<file path="config.mk">
export PLATFORM = sky130hd
export DESIGN_NAME = mem_arbiter
export DESIGN_NICKNAME = d
export VERILOG_FILES = /design/src/rtl/mem_arbiter.sv
export SDC_FILE = /design/constraint.sdc
export NUM_CORES = 1
export LEC_CHECK = 0
export CAP_MARGIN = 20
export CORE_AREA = 3 3 638 640
export CTS_CLUSTER_DIAMETER = 30
export DETAILED_ROUTE_END_ITERATION = 10
export DIE_AREA = 0 0 641 643
export MAX_ROUTING_LAYER = met4
export SYNTH_ARGS = -nofsm -noshare
export SYNTH_HDL_FRONTEND = slang
export SYNTH_SLANG_ARGS = --single-unit
export TNS_END_PERCENT = 20
</file>
<file path="constraint.sdc">
create_clock -name clk_i -period 1.9 [get_ports clk_i]
set_clock_uncertainty 0.2 [all_clocks]
set_input_delay 0.19 -clock clk_i [delete_from_list [all_inputs] [get_ports clk_i]]
set_output_delay 0.19 -clock clk_i [all_outputs]
set_load 0.02 [all_outputs]
</file>
<file path="src/rtl/mem_arbiter.sv">
// Round-robin arbiter sharing one line-wide Data_Memory between the instruction
// cache (port 0) and the data cache (port 1), with a no-acknowledge watchdog.
module mem_arbiter #(
  parameter int ADDR_W  = 32,
  parameter int DATA_W  = 256,
  parameter int TIMEOUT = 64,
  parameter int TO_W    = 7
) (
  input  logic              clk_i,
  input  logic              rst_i,
  input  logic              m0_enable_i,
  input  logic              m0_write_i,
  input  logic [ADDR_W-1:0] m0_addr_i,
  input  logic [DATA_W-1:0] m0_data_i,
  output logic              m0_ack_o,
  output logic [DATA_W-1:0] m0_data_o,
  input  logic              m1_enable_i,
  input  logic              m1_write_i,
  input  logic [ADDR_W-1:0] m1_addr_i,
  input  logic [DATA_W-1:0] m1_data_i,
  output logic              m1_ack_o,
  output logic [DATA_W-1:0] m1_data_o,
  output logic              mem_enable_o,
  output logic              mem_write_o,
  output logic [ADDR_W-1:0] mem_addr_o,
  output logic [DATA_W-1:0] mem_data_o,
  input  logic              mem_ack_i,
  input  logic [DATA_W-1:0] mem_data_i,
  output logic [1:0]        grant_o,
  output logic              timeout_err_o
);

  typedef enum logic [1:0] {IDLE, GNT0, GNT1, DONE} state_t;

  state_t          state;
  state_t          state_next;
  logic            last_grant;
  logic            last_grant_next;
  logic [TO_W-1:0] wdog;
  logic            wdog_hit;
  logic            load0;
  logic            load1;
  logic            timeout_set;
  logic            in_gnt0;
  logic            in_gnt1;

  assign in_gnt0 = (state == GNT0);
  assign in_gnt1 = (state == GNT1);

  // Counter value in the last allowed granted cycle; TIMEOUT of 0 never fires.
  assign wdog_hit = (TIMEOUT != 0) && (wdog == TO_W'(TIMEOUT - 1));

  always_comb begin
    state_next      = state;
    last_grant_next = last_grant;
    load0           = 1'b0;
    load1           = 1'b0;
    timeout_set     = 1'b0;
    case (state)
      IDLE: begin
        // Port 0 wins when alone, or on a tie when port 1 was served last.
        if (m0_enable_i && (!m1_enable_i || last_grant)) begin
          state_next      = GNT0;
          load0           = 1'b1;
          last_grant_next = 1'b0;
        end else if (m1_enable_i) begin
          state_next      = GNT1;
          load1           = 1'b1;
          last_grant_next = 1'b1;
        end
      end
      GNT0, GNT1: begin
        if (mem_ack_i) begin
          state_next = DONE;
        end else if (wdog_hit) begin
          state_next  = DONE;
          timeout_set = 1'b1;
        end
      end
      DONE:    state_next = IDLE;
      default: state_next = IDLE;
    endcase
  end

  always_ff @(posedge clk_i) begin
    if (rst_i) begin
      state         <= IDLE;
      last_grant    <= 1'b1;
      wdog          <= '0;
      mem_write_o   <= 1'b0;
      mem_addr_o    <= '0;
      mem_data_o    <= '0;
      timeout_err_o <= 1'b0;
    end else begin
      state      <= state_next;
      last_grant <= last_grant_next;
      if ((in_gnt0 || in_gnt1) && (state_next == state)) begin
        wdog <= wdog + TO_W'(1);
      end else begin
        wdog <= '0;
      end
      if (load0) begin
        mem_write_o <= m0_write_i;
        mem_addr_o  <= m0_addr_i;
        mem_data_o  <= m0_data_i;
      end else if (load1) begin
        mem_write_o <= m1_write_i;
        mem_addr_o  <= m1_addr_i;
        mem_data_o  <= m1_data_i;
      end
      if (timeout_set) begin
        timeout_err_o <= 1'b1;
      end
    end
  end

  assign mem_enable_o = in_gnt0 | in_gnt1;
  assign grant_o      = {in_gnt1, in_gnt0};
  assign m0_ack_o     = in_gnt0 & mem_ack_i;
  assign m1_ack_o     = in_gnt1 & mem_ack_i;
  assign m0_data_o    = in_gnt0 ? mem_data_i : '0;
  assign m1_data_o    = in_gnt1 ? mem_data_i : '0;

endmodule

</file>
==> impl_metrics.env, run 1 <==
export IMPL_area_growth_syn_to_layout_pct=221
export IMPL_vias_in_the_first_global_route=27093
export IMPL_hold_start="m1_data_i[49]"
export IMPL_peakVddDrop_v=0.000684
export IMPL_routed_wirelength_mm=351
export IMPL_clock_sinks=300
export IMPL_drtPass1Iterations=6
export IMPL_via_cell_ratio=2.89
export IMPL_setup_slack_ns=-0.819
export IMPL_cell_area_after_technology_mapping_sq_um=16900
export IMPL_worst_hold_slack_ns=0.0585
export IMPL_yosysSeqAreaShare_pct=35.5
export IMPL_boundaryPins=1646
export IMPL_topRoutingLayerUsed="met4"
export IMPL_maxSlewViolCount=0
export IMPL_synthesis_nets=2832
export IMPL_standby_leakage_power_nw=20.0
export IMPL_design_core_area_sq_um=402000
export IMPL_grt_overflow_total=0
export IMPL_endpoints_failing_hold=0
export IMPL_regToRegStartpoint="last_grant$_SDFFE_PP1P_"
export IMPL_crit_path_max_fanout=6
export IMPL_num_nets_final=5004
export IMPL_numPortBuffers=1645
export IMPL_met3_routed_wl_mm=42.4
export IMPL_routedWlPerCell_microns=36.2
export IMPL_num_vias=28020
export IMPL_layout_worst_path_cycle_share_pct=143
export IMPL_hold_path_class="primary input to flip-flop"
export IMPL_end_kind="output port"
export IMPL_route_layer_met1_wl_mm=123
export IMPL_cts_reportedPaths_clkPinSlew_ns=0.04
export IMPL_tightestPinTransition_ns=0.649
export IMPL_clock_latency_ns=0.72
export IMPL_groute_usage_overall_pct=16.7
export IMPL_synth_ff_latch_count=300
export IMPL_die_h_microns=643
export IMPL_totalPowerFinal_mw=50.6
export IMPL_routabilityCongestion=0.985
export IMPL_cts_htree_levels=3
export IMPL_core_rowCount=233
export IMPL_die_width_microns=641
export IMPL_layout_core_utilization_pct=13.5
export IMPL_drt_antenna_violating_nets=0
export IMPL_crit_type="flip-flop to output port"
export IMPL_power_density_nw_per_um2=930
export IMPL_cp_start_kind="flip-flop"
export IMPL_wl_met2_mm=169
export IMPL_run_status="finished, violations left"
export IMPL_finalWorstPathRequiredPeriod_ns=2.72
export IMPL_post_dp_hpwl_mm=308
export IMPL_drc_errors=0
export IMPL_netlist_instances=1989
export IMPL_first_iter_violations=2534
export IMPL_max_cap_violations=0
export IMPL_grt_antenna_before_repair=264
export IMPL_timing_critical_path_arrival_ns=2.33
export IMPL_tritoncts="done"
export IMPL_number_of_buffers_created_by_cts=91
export IMPL_synth_avg_cell_area_sq_um=8.52
export IMPL_floorplan_initialDensity_pct=4.21
export IMPL_drive_gt1_share_pct=31.4
export IMPL_fmax_mhz=368
export IMPL_maxSlewHeadroom_pct=56.6
export IMPL_failing_checks="setup timing"
export IMPL_cts_root_to_sink_buffers=4
export IMPL_full_die_area_sq_um=412000
export IMPL_setup_viol_count_final=707
export IMPL_grt_start_max_net_pins=101
export IMPL_synth_unique_cells=29
export IMPL_clock_root_buffer="sky130_fd_sc_hd__clkbuf_16"
export IMPL_grt_setup_unrepaired="yes"
export IMPL_yosysWarningCount=0
export IMPL_grt_first_pass_wirelength_mm=409
export IMPL_critPathRequiredTime_ns=1.51
export IMPL_crit_startpoint="state[0]$_SDFF_PP0_"
power breakdown:
| part | leakage, nW | internal (mW) | total, mW | switching, mW |
|---|---|---|---|---|
| sequential | 2.47 | 7.30 | 8.00 | 0.698 |
| combinational | 16.1 | 12.5 | 27.3 | 14.8 |
| clock | 1.46 | 10.5 | 15.3 | 4.79 |
per-stage QoR:
step	TNS, ns	cells	instance area, sq um	setup slack (ns)
finish	-396.41	9700	54400	-0.819
global route	-471.02	9683	54400	-0.896
CTS	-485.65	9491	53600	-0.935
detailed placement	-191.15	8903	45200	-0.609
global placement	-180.90	8903	45200	-0.613
floorplan	0	1989	16900	0.0434
synthesized netlist by cell type:
| library cell | n | area share (%) |
|---|---|---|
| sky130_fd_sc_hd__and2_1 | 514 | 19 |
| sky130_fd_sc_hd__dfxtp_1 | 300 | 35 |
| sky130_fd_sc_hd__nor2_1 | 293 | 6.5 |
| sky130_fd_sc_hd__a22oi_1 | 289 | 13 |
| sky130_fd_sc_hd__a32o_1 | 289 | 17 |
| sky130_fd_sc_hd__clkbuf_1 | 148 | 3.3 |
| sky130_fd_sc_hd__buf_2 | 57 | 1.7 |
| sky130_fd_sc_hd__buf_6 | 25 | 1.7 |
| sky130_fd_sc_hd__buf_1 | 17 | 0.38 |
| sky130_fd_sc_hd__nor3_1 | 9 | 0.27 |
| sky130_fd_sc_hd__buf_4 | 5 | 0.22 |
| sky130_fd_sc_hd__inv_1 | 5 | 0.11 |
| sky130_fd_sc_hd__nand2_1 | 5 | 0.11 |
| sky130_fd_sc_hd__a21oi_1 | 4 | 0.12 |
| sky130_fd_sc_hd__ha_1 | 4 | 0.30 |
| sky130_fd_sc_hd__nand3_1 | 4 | 0.12 |
| sky130_fd_sc_hd__o21ai_0 | 4 | 0.12 |
| sky130_fd_sc_hd__nand2b_1 | 3 | 0.11 |
| sky130_fd_sc_hd__o21a_1 | 2 | 0.089 |
| sky130_fd_sc_hd__xnor2_1 | 2 | 0.10 |
| sky130_fd_sc_hd__xor2_1 | 2 | 0.10 |
| sky130_fd_sc_hd__a211oi_1 | 1 | 0.044 |
| sky130_fd_sc_hd__a21boi_2 | 1 | 0.066 |
| sky130_fd_sc_hd__a31oi_1 | 1 | 0.037 |
| sky130_fd_sc_hd__and3_1 | 1 | 0.037 |
| sky130_fd_sc_hd__nor3b_1 | 1 | 0.044 |
| sky130_fd_sc_hd__o311ai_2 | 1 | 0.096 |
| sky130_fd_sc_hd__o31ai_1 | 1 | 0.044 |
| sky130_fd_sc_hd__o32ai_1 | 1 | 0.052 |
critical path: stages, from the launching register on:
cell	delay, ns
sky130_fd_sc_hd__dfxtp_4	0.38
sky130_fd_sc_hd__inv_4	0.05
sky130_fd_sc_hd__ha_4	0.17
sky130_fd_sc_hd__buf_16	0.16
sky130_fd_sc_hd__buf_16	0.18
sky130_fd_sc_hd__buf_12	0.17
sky130_fd_sc_hd__buf_16	0.13
sky130_fd_sc_hd__and2_4	0.15
sky130_fd_sc_hd__buf_12	0.14
sequential cells by signal (all words and copies together) (netlist names):
register and count:
last_grant 1, mem_addr_o 32, mem_data_o 256, mem_write_o 1
state 2, timeout_err_o 1, wdog 7
logic make-up (layout without fill, tap and decap cells):
| group | Yosys count | after routing | share of synthesized area, % |
|---|---|---|---|
| simple gates | 830 | 830 | 26.2 |
| compound gates | 594 | 594 | 30.5 |
| flops | 300 | 300 | 35.5 |
| buf+inv | 257 | 2491 | 7.33 |
| fa+ha+maj | 4 | 4 | 0.295 |
| xor+xnor | 4 | 4 | 0.207 |
| other cells | 0 | 190 | 0 |
final timing paths:
kind                                 end  slack [ns]  cells after the start
max                       m1_data_o[170]       -0.82                      8
min          mem_data_o[49]$_SDFFE_PP0P_        0.06                      4
max reg2reg           wdog[4]$_SDFF_PP0_       -0.14                      5
min reg2reg           wdog[0]$_SDFF_PP0_        0.30                      1
cell type report:
cell class | count | area [sq um]
multi-input cells | 1432 | 10300
clock buffers | 120 | 2590
flip-flops and latches | 300 | 6010
clock inverters | 35 | 439
inverters | 5 | 23.8
fillers | 45417 | 348000
well taps | 5287 | 6620
diodes | 190 | 475
repair buffers | 2331 | 27900
layer usage:
metal  vias up  track usage (%)
met3       469             8.31
met5         -                -
met1     13661             16.8
met2      1928             27.4
li1      11962                -
met4         0             7.22
layout by cell type (no fill, tap or decap), drive strengths merged:
cell type      synthesis  layout
a31oi                  1       1
dfxtp                300     300
clkbuf               148     152
a211oi                 1       1
a22oi                289     289
xor2                   2       2
nand2b                 3       3
nand2                  5       5
nor2                 293     293
buf                  104     894
bufbuf                 0       1
dlygate4sd2            0       4
ha                     4       4
nand3                  4       4
clkinv                 0      16
xnor2                  2       2
o21a                   2       2
nor3b                  1       1
and3                   1       1
clkinvlp               0      11
and2                 514     514
bufinv                 0       8
nor3                   9       9
a21oi                  4       4
o311ai                 1       1
a21boi                 1       1
clkdlybuf4s15          0      18
o21ai                  4       4
o31ai                  1       1
inv                    5       5
clkdlybuf4s50          0     999
o32ai                  1       1
diode                  0     190
a32o                 289     289
dlygate4sd3            0     383
repair_timing:
| action | CTS | global route |
|---|---|---|
| endpoints found under the hold margin | 276 | 0 |
| hold buffers | 383 | 0 |
| gates cloned | 22 | 11 |
| gates resized for setup | 795 | 240 |
| pin swaps | 9 | 5 |
| buffers inserted | 31 | 14 |
| endpoints found under the setup margin | 864 | 857 |
No activity file was read; power rests on OpenSTA's default activity.
==> inputs of run 2 (changes only) <==
--- a/constraint.sdc
+++ b/constraint.sdc
@@ -3,3 +3,3 @@
 set_input_delay 0.19 -clock clk_i [delete_from_list [all_inputs] [get_ports clk_i]]
 set_output_delay 0.19 -clock clk_i [all_outputs]
-set_load 0.02 [all_outputs]
+set_load 0.005 [all_outputs]
==> impl_metrics.env, run 2 (synthesis gave the netlist of run 1 again) <==
export IMPL_cts_root_to_sink_buffers=4
export IMPL_cts_reportedPaths_clkPinSlew_ns=0.04
export IMPL_crit_type="flip-flop to output port"
export IMPL_post_dp_hpwl_mm=305
export IMPL_groute_usage_overall_pct=16.5
export IMPL_first_iter_violations=2896
export IMPL_grt_start_max_net_pins=101
export IMPL_tightestPinTransition_ns=0.583
export IMPL_boundaryPins=1646
export IMPL_grt_overflow_total=0
export IMPL_area_growth_syn_to_layout_pct=219
export IMPL_clock_latency_ns=0.73
export IMPL_layout_worst_path_cycle_share_pct=147
export IMPL_max_cap_violations=0
export IMPL_routed_wirelength_mm=351
export IMPL_max_flop_register="mem_data_o"
export IMPL_run_status="finished, violations left"
export IMPL_full_die_area_sq_um=412000
export IMPL_num_vias=28757
export IMPL_hold_path_class="primary input to flip-flop"
export IMPL_clock_root_buffer="sky130_fd_sc_hd__clkbuf_16"
export IMPL_grt_setup_unrepaired="yes"
export IMPL_setup_slack_ns=-0.900
export IMPL_maxSlewViolCount=0
export IMPL_drc_errors=0
export IMPL_layout_common_cells="sky130_fd_sc_hd__clkdlybuf4s50_1 (1042), sky130_fd_sc_hd__dlygate4sd3_1 (402), sky130_fd_sc_hd__buf_4 (357)"
export IMPL_routabilityCongestion=1.04
export IMPL_num_nets_final=5129
export IMPL_endpoints_failing_hold=0
export IMPL_standby_leakage_power_nw=20.8
export IMPL_grt_antenna_before_repair=248
export IMPL_cp_start_kind="flip-flop"
export IMPL_design_core_area_sq_um=402000
export IMPL_maxSlewHeadroom_pct=61.0
export IMPL_peakVddDrop_v=0.000599
export IMPL_setup_viol_count_final=910
export IMPL_die_width_microns=641
export IMPL_die_h_microns=643
export IMPL_core_rowCount=233
export IMPL_grt_first_pass_wirelength_mm=404
export IMPL_fmax_mhz=357
export IMPL_via_cell_ratio=2.94
export IMPL_tritoncts="done"
export IMPL_largest_register_ffs=256
export IMPL_critPathRequiredTime_ns=1.51
export IMPL_crit_path_max_fanout=7
export IMPL_worst_hold_slack_ns=0.0542
export IMPL_drt_antenna_violating_nets=0
export IMPL_timing_setup_tns_ns=-425.92
export IMPL_drtPass1Iterations=6
export IMPL_clock_sinks=300
export IMPL_cts_htree_levels=3
export IMPL_floorplan_initialDensity_pct=4.21
export IMPL_largestRegisters="mem_data_o x256, mem_addr_o x32, wdog x7"
export IMPL_drive_gt1_share_pct=30.6
export IMPL_routedWlPerCell_microns=35.8
export IMPL_timing_critical_path_arrival_ns=2.41
export IMPL_mostFrequentLayoutCell="sky130_fd_sc_hd__clkdlybuf4s50_1"
export IMPL_finalWorstPathRequiredPeriod_ns=2.80
export IMPL_end_kind="output port"
export IMPL_dp_worst_setup_slack_ns=-0.710
export IMPL_power_density_nw_per_um2=908
export IMPL_numPortBuffers=1645
export IMPL_vias_in_the_first_global_route=27431
export IMPL_number_of_buffers_created_by_cts=94
export IMPL_failing_checks="setup timing"
-- run 2: cell count changes in the layout (fill, tap and decap cells not counted), moves of 19 or more --
| cell | delta |
|---|---|
| sky130_fd_sc_hd__clkbuf_2 | +26 |
| sky130_fd_sc_hd__dlygate4sd3_1 | +19 |
| sky130_fd_sc_hd__buf_6 | +55 |
| sky130_fd_sc_hd__buf_12 | -163 |
| sky130_fd_sc_hd__diode_2 | -45 |
| sky130_fd_sc_hd__dlymetal6s2s_1 | +41 |
| sky130_fd_sc_hd__buf_4 | +81 |
| sky130_fd_sc_hd__clkdlybuf4s50_1 | +43 |
-- run 2: what timing repair did --
action | 4_1_cts | 5_1_grt
hold endpoints to repair | 293 | 0
gates cloned | 13 | 23
buffers inserted | 25 | 64
setup endpoints to repair | 876 | 994
pin swaps | 1 | 44
hold buffers | 402 | 0
resized for setup | 322 | 732
-- run 2: power by group --
part           switching [mW]  internal, mW  total, mW
Sequential              0.677          7.30       7.98
Clock                    4.96          11.8       16.8
Combinational            12.3          12.0       24.3
-- run 2: metal layers --
layer  vias up  part of all wire [%]  track usage (%)
met2      2086                    47             26.7
met5         -                     0                -
met3       537                    13             8.67
met1     13992                    35             16.4
met4         0                   5.3             7.20
li1      12142                     -                -
-- run 2: layout make-up --
| type | instances | area (sq um) |
|---|---|---|
| fill | 45455 | 348000 |
| timing repair buffer | 2453 | 27400 |
| multi-input combinational | 1432 | 10300 |
| tap | 5287 | 6620 |
| sequential | 300 | 6010 |
| clock buffer | 128 | 2700 |
| clock inverter | 38 | 608 |
| antenna | 145 | 363 |
| inverter | 5 | 18.8 |
-- run 2: path summary, 6_finish.rpt --
kind	cells after the start	endpoint	from	slack [ns]
worst max-delay path	9	m0_data_o[208]	state[0]$_SDFF_PP0_	-0.90
worst min register to register	2	timeout_err_o$_SDFFE_PP0P_	timeout_err_o$_SDFFE_PP0P_	0.27
worst min-delay path	4	mem_addr_o[15]$_SDFFE_PP0P_	m0_addr_i[15]	0.05
worst max register to register	9	mem_data_o[16]$_SDFFE_PP0P_	state[1]$_SDFF_PP0_	-0.11
-- run 2: stage by stage --
stage	cells	util, %	instance area (sq um)	total power, mW
after global routing	9767	13.4	53900	51.1
after global placement	8963	10.9	44000	29.2
final	9788	13.4	54000	49.0
after floorplan	1989	-	16900	13.2
after CTS	9569	12.9	52000	48.2
after detailed placement	8963	10.9	44000	29.1
-- run 2: critical path: stages (launching register included) --
cell	delay, ns
sky130_fd_sc_hd__dfxtp_2	0.32
sky130_fd_sc_hd__buf_6	0.11
sky130_fd_sc_hd__ha_4	0.15
sky130_fd_sc_hd__buf_12	0.15
sky130_fd_sc_hd__clkbuf_16	0.20
sky130_fd_sc_hd__buf_12	0.15
sky130_fd_sc_hd__buf_8	0.13
sky130_fd_sc_hd__buf_8	0.12
sky130_fd_sc_hd__and2_1	0.15
sky130_fd_sc_hd__buf_4	0.13
==> inputs of run 3 (changes only) <==
Settings changed: SKIP_CTS_REPAIR_TIMING set to 1, TNS_END_PERCENT 20 to 50.
==> impl_metrics.env, run 3 (synthesis gave the netlist of run 1 again) <==
export IMPL_whs_endpoint="mem_data_o[90]$_SDFFE_PP0P_"
export IMPL_cts_root_to_sink_buffers=4
export IMPL_critPathRequiredTime_ns=1.51
export IMPL_worst_hold_path_num_cells=4
export IMPL_endpoints_failing_hold=4
export IMPL_routabilityCongestion=1.04
export IMPL_timing_critical_path_arrival_ns=2.51
export IMPL_hold_start="m1_data_i[90]"
export IMPL_timing_reg2reg_worst_path_depth=6
export IMPL_setup_viol_count_final=713
export IMPL_power_sequential_fraction_pct=16.9
export IMPL_clock_sinks=300
export IMPL_totalPowerFinal_mw=47.2
export IMPL_hold_path_class="primary input to flip-flop"
export IMPL_boundaryPins=1646
export IMPL_core_rowCount=233
export IMPL_num_vias=27480
export IMPL_maxSlewHeadroom_pct=60.8
export IMPL_setup_slack_ns=-1.00
export IMPL_routed_wirelength_mm=346
export IMPL_worst_hold_slack_ns=-0.0222
export IMPL_crit_path_max_fanout=15
export IMPL_end_kind="output port"
export IMPL_max_flop_register="mem_data_o"
export IMPL_post_dp_hpwl_mm=305
export IMPL_cp_start_kind="flip-flop"
export IMPL_routedWlPerCell_microns=36.4
export IMPL_timing_setup_tns_ns=-421.89
export IMPL_grt_setup_unrepaired="yes"
export IMPL_grt_start_max_net_pins=101
export IMPL_finalWorstPathRequiredPeriod_ns=2.90
export IMPL_die_width_microns=641
export IMPL_area_growth_syn_to_layout_pct=197
export IMPL_via_cell_ratio=2.89
export IMPL_peakVddDrop_v=0.000610
export IMPL_net_switching_power_mw=17.4
export IMPL_number_of_buffers_created_by_cts=94
export IMPL_p_clk_share_pct=35.5
export IMPL_mostFrequentLayoutCell="sky130_fd_sc_hd__clkdlybuf4s50_1"
export IMPL_layout_common_cells="sky130_fd_sc_hd__clkdlybuf4s50_1 (1125), sky130_fd_sc_hd__and2_1 (460), sky130_fd_sc_hd__buf_4 (382)"
export IMPL_drc_errors=0
export IMPL_drive_gt1_share_pct=26.3
export IMPL_clock_root_buffer="sky130_fd_sc_hd__clkbuf_16"
export IMPL_num_nets_final=4843
export IMPL_rrSetupSlack_ns=-0.04
export IMPL_tritoncts="done"
export IMPL_drt_antenna_violating_nets=0
export IMPL_drtPass1Iterations=6
export IMPL_maxSlewViolCount=0
export IMPL_floorplan_initialDensity_pct=4.21
export IMPL_max_cap_violations=0
export IMPL_clock_latency_ns=0.73
export IMPL_grt_overflow_total=0
export IMPL_reg_to_reg_endpoint="mem_data_o[4]$_SDFFE_PP0P_"
export IMPL_failing_checks="hold timing, setup timing"
export IMPL_fmax_mhz=345
export IMPL_pwr_share_comb_pct=47.7
export IMPL_cts_reportedPaths_clkPinSlew_ns=0.04
export IMPL_groute_usage_overall_pct=16.1
export IMPL_grt_first_pass_wirelength_mm=390
export IMPL_layout_worst_path_cycle_share_pct=153
export IMPL_power_density_nw_per_um2=939
export IMPL_run_status="finished, violations left"
export IMPL_design_core_area_sq_um=402000
export IMPL_first_iter_violations=2713
export IMPL_full_die_area_sq_um=412000
export IMPL_grt_antenna_before_repair=266
export IMPL_vias_in_the_first_global_route=24925
export IMPL_standby_leakage_power_nw=19.0
export IMPL_regToRegStartpoint="last_grant$_SDFFE_PP1P_"
export IMPL_crit_type="flip-flop to output port"
export IMPL_largest_register_ffs=256
export IMPL_filler_cell_count=45779
export IMPL_crit_startpoint="state[0]$_SDFF_PP0_"
export IMPL_largestRegisters="mem_data_o x256, mem_addr_o x32, wdog x7"
export IMPL_numPortBuffers=1645
export IMPL_dp_worst_setup_slack_ns=-0.710
export IMPL_internal_power_mw=29.9
export IMPL_swShare_pct=36.8
export IMPL_cts_htree_levels=3
export IMPL_tightestPinTransition_ns=0.586
export IMPL_die_h_microns=643
## run 3: changes by cell type in the layout (fill, tap and decap cells not counted), moves of 8 or more
cell,before,now
sky130_fd_sc_hd__buf_2,35,7
sky130_fd_sc_hd__clkdlybuf4s50_1,1042,1125
sky130_fd_sc_hd__dlygate4sd3_1,402,153
sky130_fd_sc_hd__buf_16,17,7
sky130_fd_sc_hd__and2_4,211,52
sky130_fd_sc_hd__clkdlybuf4s15_1,8,0
sky130_fd_sc_hd__clkbuf_2,49,74
sky130_fd_sc_hd__buf_4,357,382
sky130_fd_sc_hd__buf_6,127,39
sky130_fd_sc_hd__and2_1,302,460
sky130_fd_sc_hd__buf_8,22,9
sky130_fd_sc_hd__clkdlybuf4s15_2,18,0
## run 3: worst max-delay path by stage
| stage | end | depth (start not counted) | slack (ns) |
|---|---|---|---|
| after floorplan | mem_data_o[233]$_SDFFE_PP0P_ | 9 | 0.04 |
| after global placement | mem_data_o[255]$_SDFFE_PP0P_ | 7 | -0.72 |
| after detailed placement | mem_data_o[50]$_SDFFE_PP0P_ | 8 | -0.71 |
| after CTS | m1_data_o[22] | 5 | -1.22 |
| after global routing | m1_data_o[110] | 7 | -1.11 |
| final | m1_data_o[175] | 7 | -1.00 |
## run 3: critical path, cell delays in order, from the launching register on
cell and delay, ns:
sky130_fd_sc_hd__dfxtp_2 0.32, sky130_fd_sc_hd__inv_2 0.07, sky130_fd_sc_hd__ha_4 0.17, sky130_fd_sc_hd__buf_12 0.17
sky130_fd_sc_hd__buf_6 0.15, sky130_fd_sc_hd__clkbuf_16 0.19, sky130_fd_sc_hd__and2_1 0.13, sky130_fd_sc_hd__clkdlybuf4s50_1 0.53
## run 3: stage by stage
step                cell area, sq um  instances  hold slack [ns]  util (%)
global placement               44000       8963            0.252      10.9
global route                   50300       9483         -0.00264      12.5
CTS                            47300       9129           -0.498      11.8
floorplan                      16900       1989            0.145         -
detailed placement             44000       8963            0.269      10.9
finish                         50300       9499          -0.0222      12.5
## run 3: metal layers
| layer | vias up | global-route usage (%) | part of all wire, % |
|---|---|---|---|
| met3 | 517 | 9.16 | 13 |
| li1 | 11563 | - | - |
| met1 | 13337 | 15.6 | 34 |
| met5 | - | - | 0 |
| met4 | 0 | 6.88 | 5.0 |
| met2 | 2063 | 26.1 | 48 |
## run 3: power by group through the flow
stage	registers, mW	clock network, mW	logic [mW]
2_1_floorplan	7.95	0	5.23
3_3_place_gp	8.02	0	21.1
3_5_place_dp	8.04	0	21.1
4_1_cts	7.96	17.2	21.2
5_1_grt	8.08	17.5	23.8
6_report	7.97	16.7	22.5
## run 3: final cells by class
type	count	area, sq um	share of cell area [%]
repair buffers	2167	24100	47.9
well taps	5287	6620	13.2
inverters	5	21.3	0.0423
clock buffers	128	2700	5.37
multi-input cells	1432	9890	19.7
clock inverters	38	608	1.21
flip-flops and latches	300	6010	12.0
diodes	142	355	0.707
==> patch, RTL diff (settings of run 3) <==
Set the parameter `DATA_W` to 248 (it was 256).
--- a/src/rtl/mem_arbiter.sv
+++ b/src/rtl/mem_arbiter.sv
@@ -2,7 +2,7 @@
 // cache (port 0) and the data cache (port 1), with a no-acknowledge watchdog.
 module mem_arbiter #(
   parameter int ADDR_W  = 32,
-  parameter int DATA_W  = 256,
+  parameter int DATA_W  = 248,
   parameter int TIMEOUT = 64,
   parameter int TO_W    = 7
 ) (
Interface: changed (6 resized); port bits go from 1646 to 1598. The function was not compared with the original's and may differ.
==> patch against run 3 <==
  * Global-route usage is 0.88 points higher
  * The run still ends with hold timing, setup timing left
  * Design area is 0.18% higher
  * Sequential power is 2.8% lower
  * Combinational power is 11% lower
  * Sequential cell count is 8 lower
  * Hold slack worse by 0.0013 ns
  * Setup slack better by 0.0026 ns
  * Area after synthesis is 4.1% lower
  * Routed wire length is 5.1% higher
  * Total power is 4.6% lower
==> patch: results (changes against run 3) <==
* Run status: finished, violations left (unchanged)
* Failing checks: hold timing, setup timing (unchanged)
* Met3 wire length at 59,300 um (was 46,300 um)
* Post-DP Area at 42,700 sq um (was 44,000 sq um)
* WHS at -0.0235 ns (was -0.0222 ns)
* Syn Nets at 2,997 (was 2,832)
* Total of endpoints with negative setup slack in the final report at 933 (was 713)
* Initial antenna violation count at 314 (was 266)
* Maximum number of pins on one net before global-route repair at 123 (was 101)
* Number of global-route vias before repair at 23,600 (was 24,900)
* Number of hold violations in the final report at 6 (was 4)
* Setup ws final at -0.999 ns (was -1.00 ns)
* Synthesized instance count at 2,178 (was 1,989)
* Sequential element share of the synthesized area at 0.360 (was 0.355)
* Count of buffers from port buffering at 1,597 (was 1,645)
* Drt via density at 2.70 (was 2.89)
* Pleak at 20.3 nW (was 19.0 nW)
* End of the worst register-to-register path: mem_data_o[229] (was mem_data_o[4])
* Placed Cells at 9,179 (was 8,963)
* Total Neg Setup Slack at -492.07 ns (was -421.89 ns)
* Switching part of the total power at 0.360 (was 0.368)
* Routability-driven placement congestion ratio at 0.977 (was 1.04)
* Fraction of final layout cells sized beyond drive strength 1 at 0.248 (was 0.263)
* Global-route wire length before repair at 404,000 um (was 390,000 um)
* Max Fanout on Critical Path at 8 (was 15)
* Wire length reported by the detailed router at 364,000 um (was 346,000 um)
* Hold Startpoint: m0_data_i[84] (was m1_data_i[90])
## patch: cell families (layout without fill, tap and decap cells)
logic type / count (synthesis) / count (layout) / share of synthesized area
and+or+nand+nor: 1085 / 1085 / 0.374
AOI/OAI and AO/OA: 576 / 576 / 0.202
DFF: 292 / 292 / 0.360
buffers and inverters: 217 / 2410 / 0.0591
adders and majority gates: 4 / 4 / 0.00308
xor gates and xnor gates: 4 / 4 / 0.00216
other: 0 / 164 / 0
## patch: final cells by class
cell class | count | area [sq um] | area share
Timing Repair Buffer | 2237 | 24400 | 0.485
Clock inverter | 41 | 741 | 0.0147
Clock buffer | 127 | 2690 | 0.0534
Inverter | 5 | 18.8 | 0.000373
Antenna cell | 164 | 410 | 0.00815
Multi-Input combinational cell | 1669 | 9630 | 0.191
Tap cell | 5287 | 6620 | 0.131
Sequential cell | 292 | 5850 | 0.116
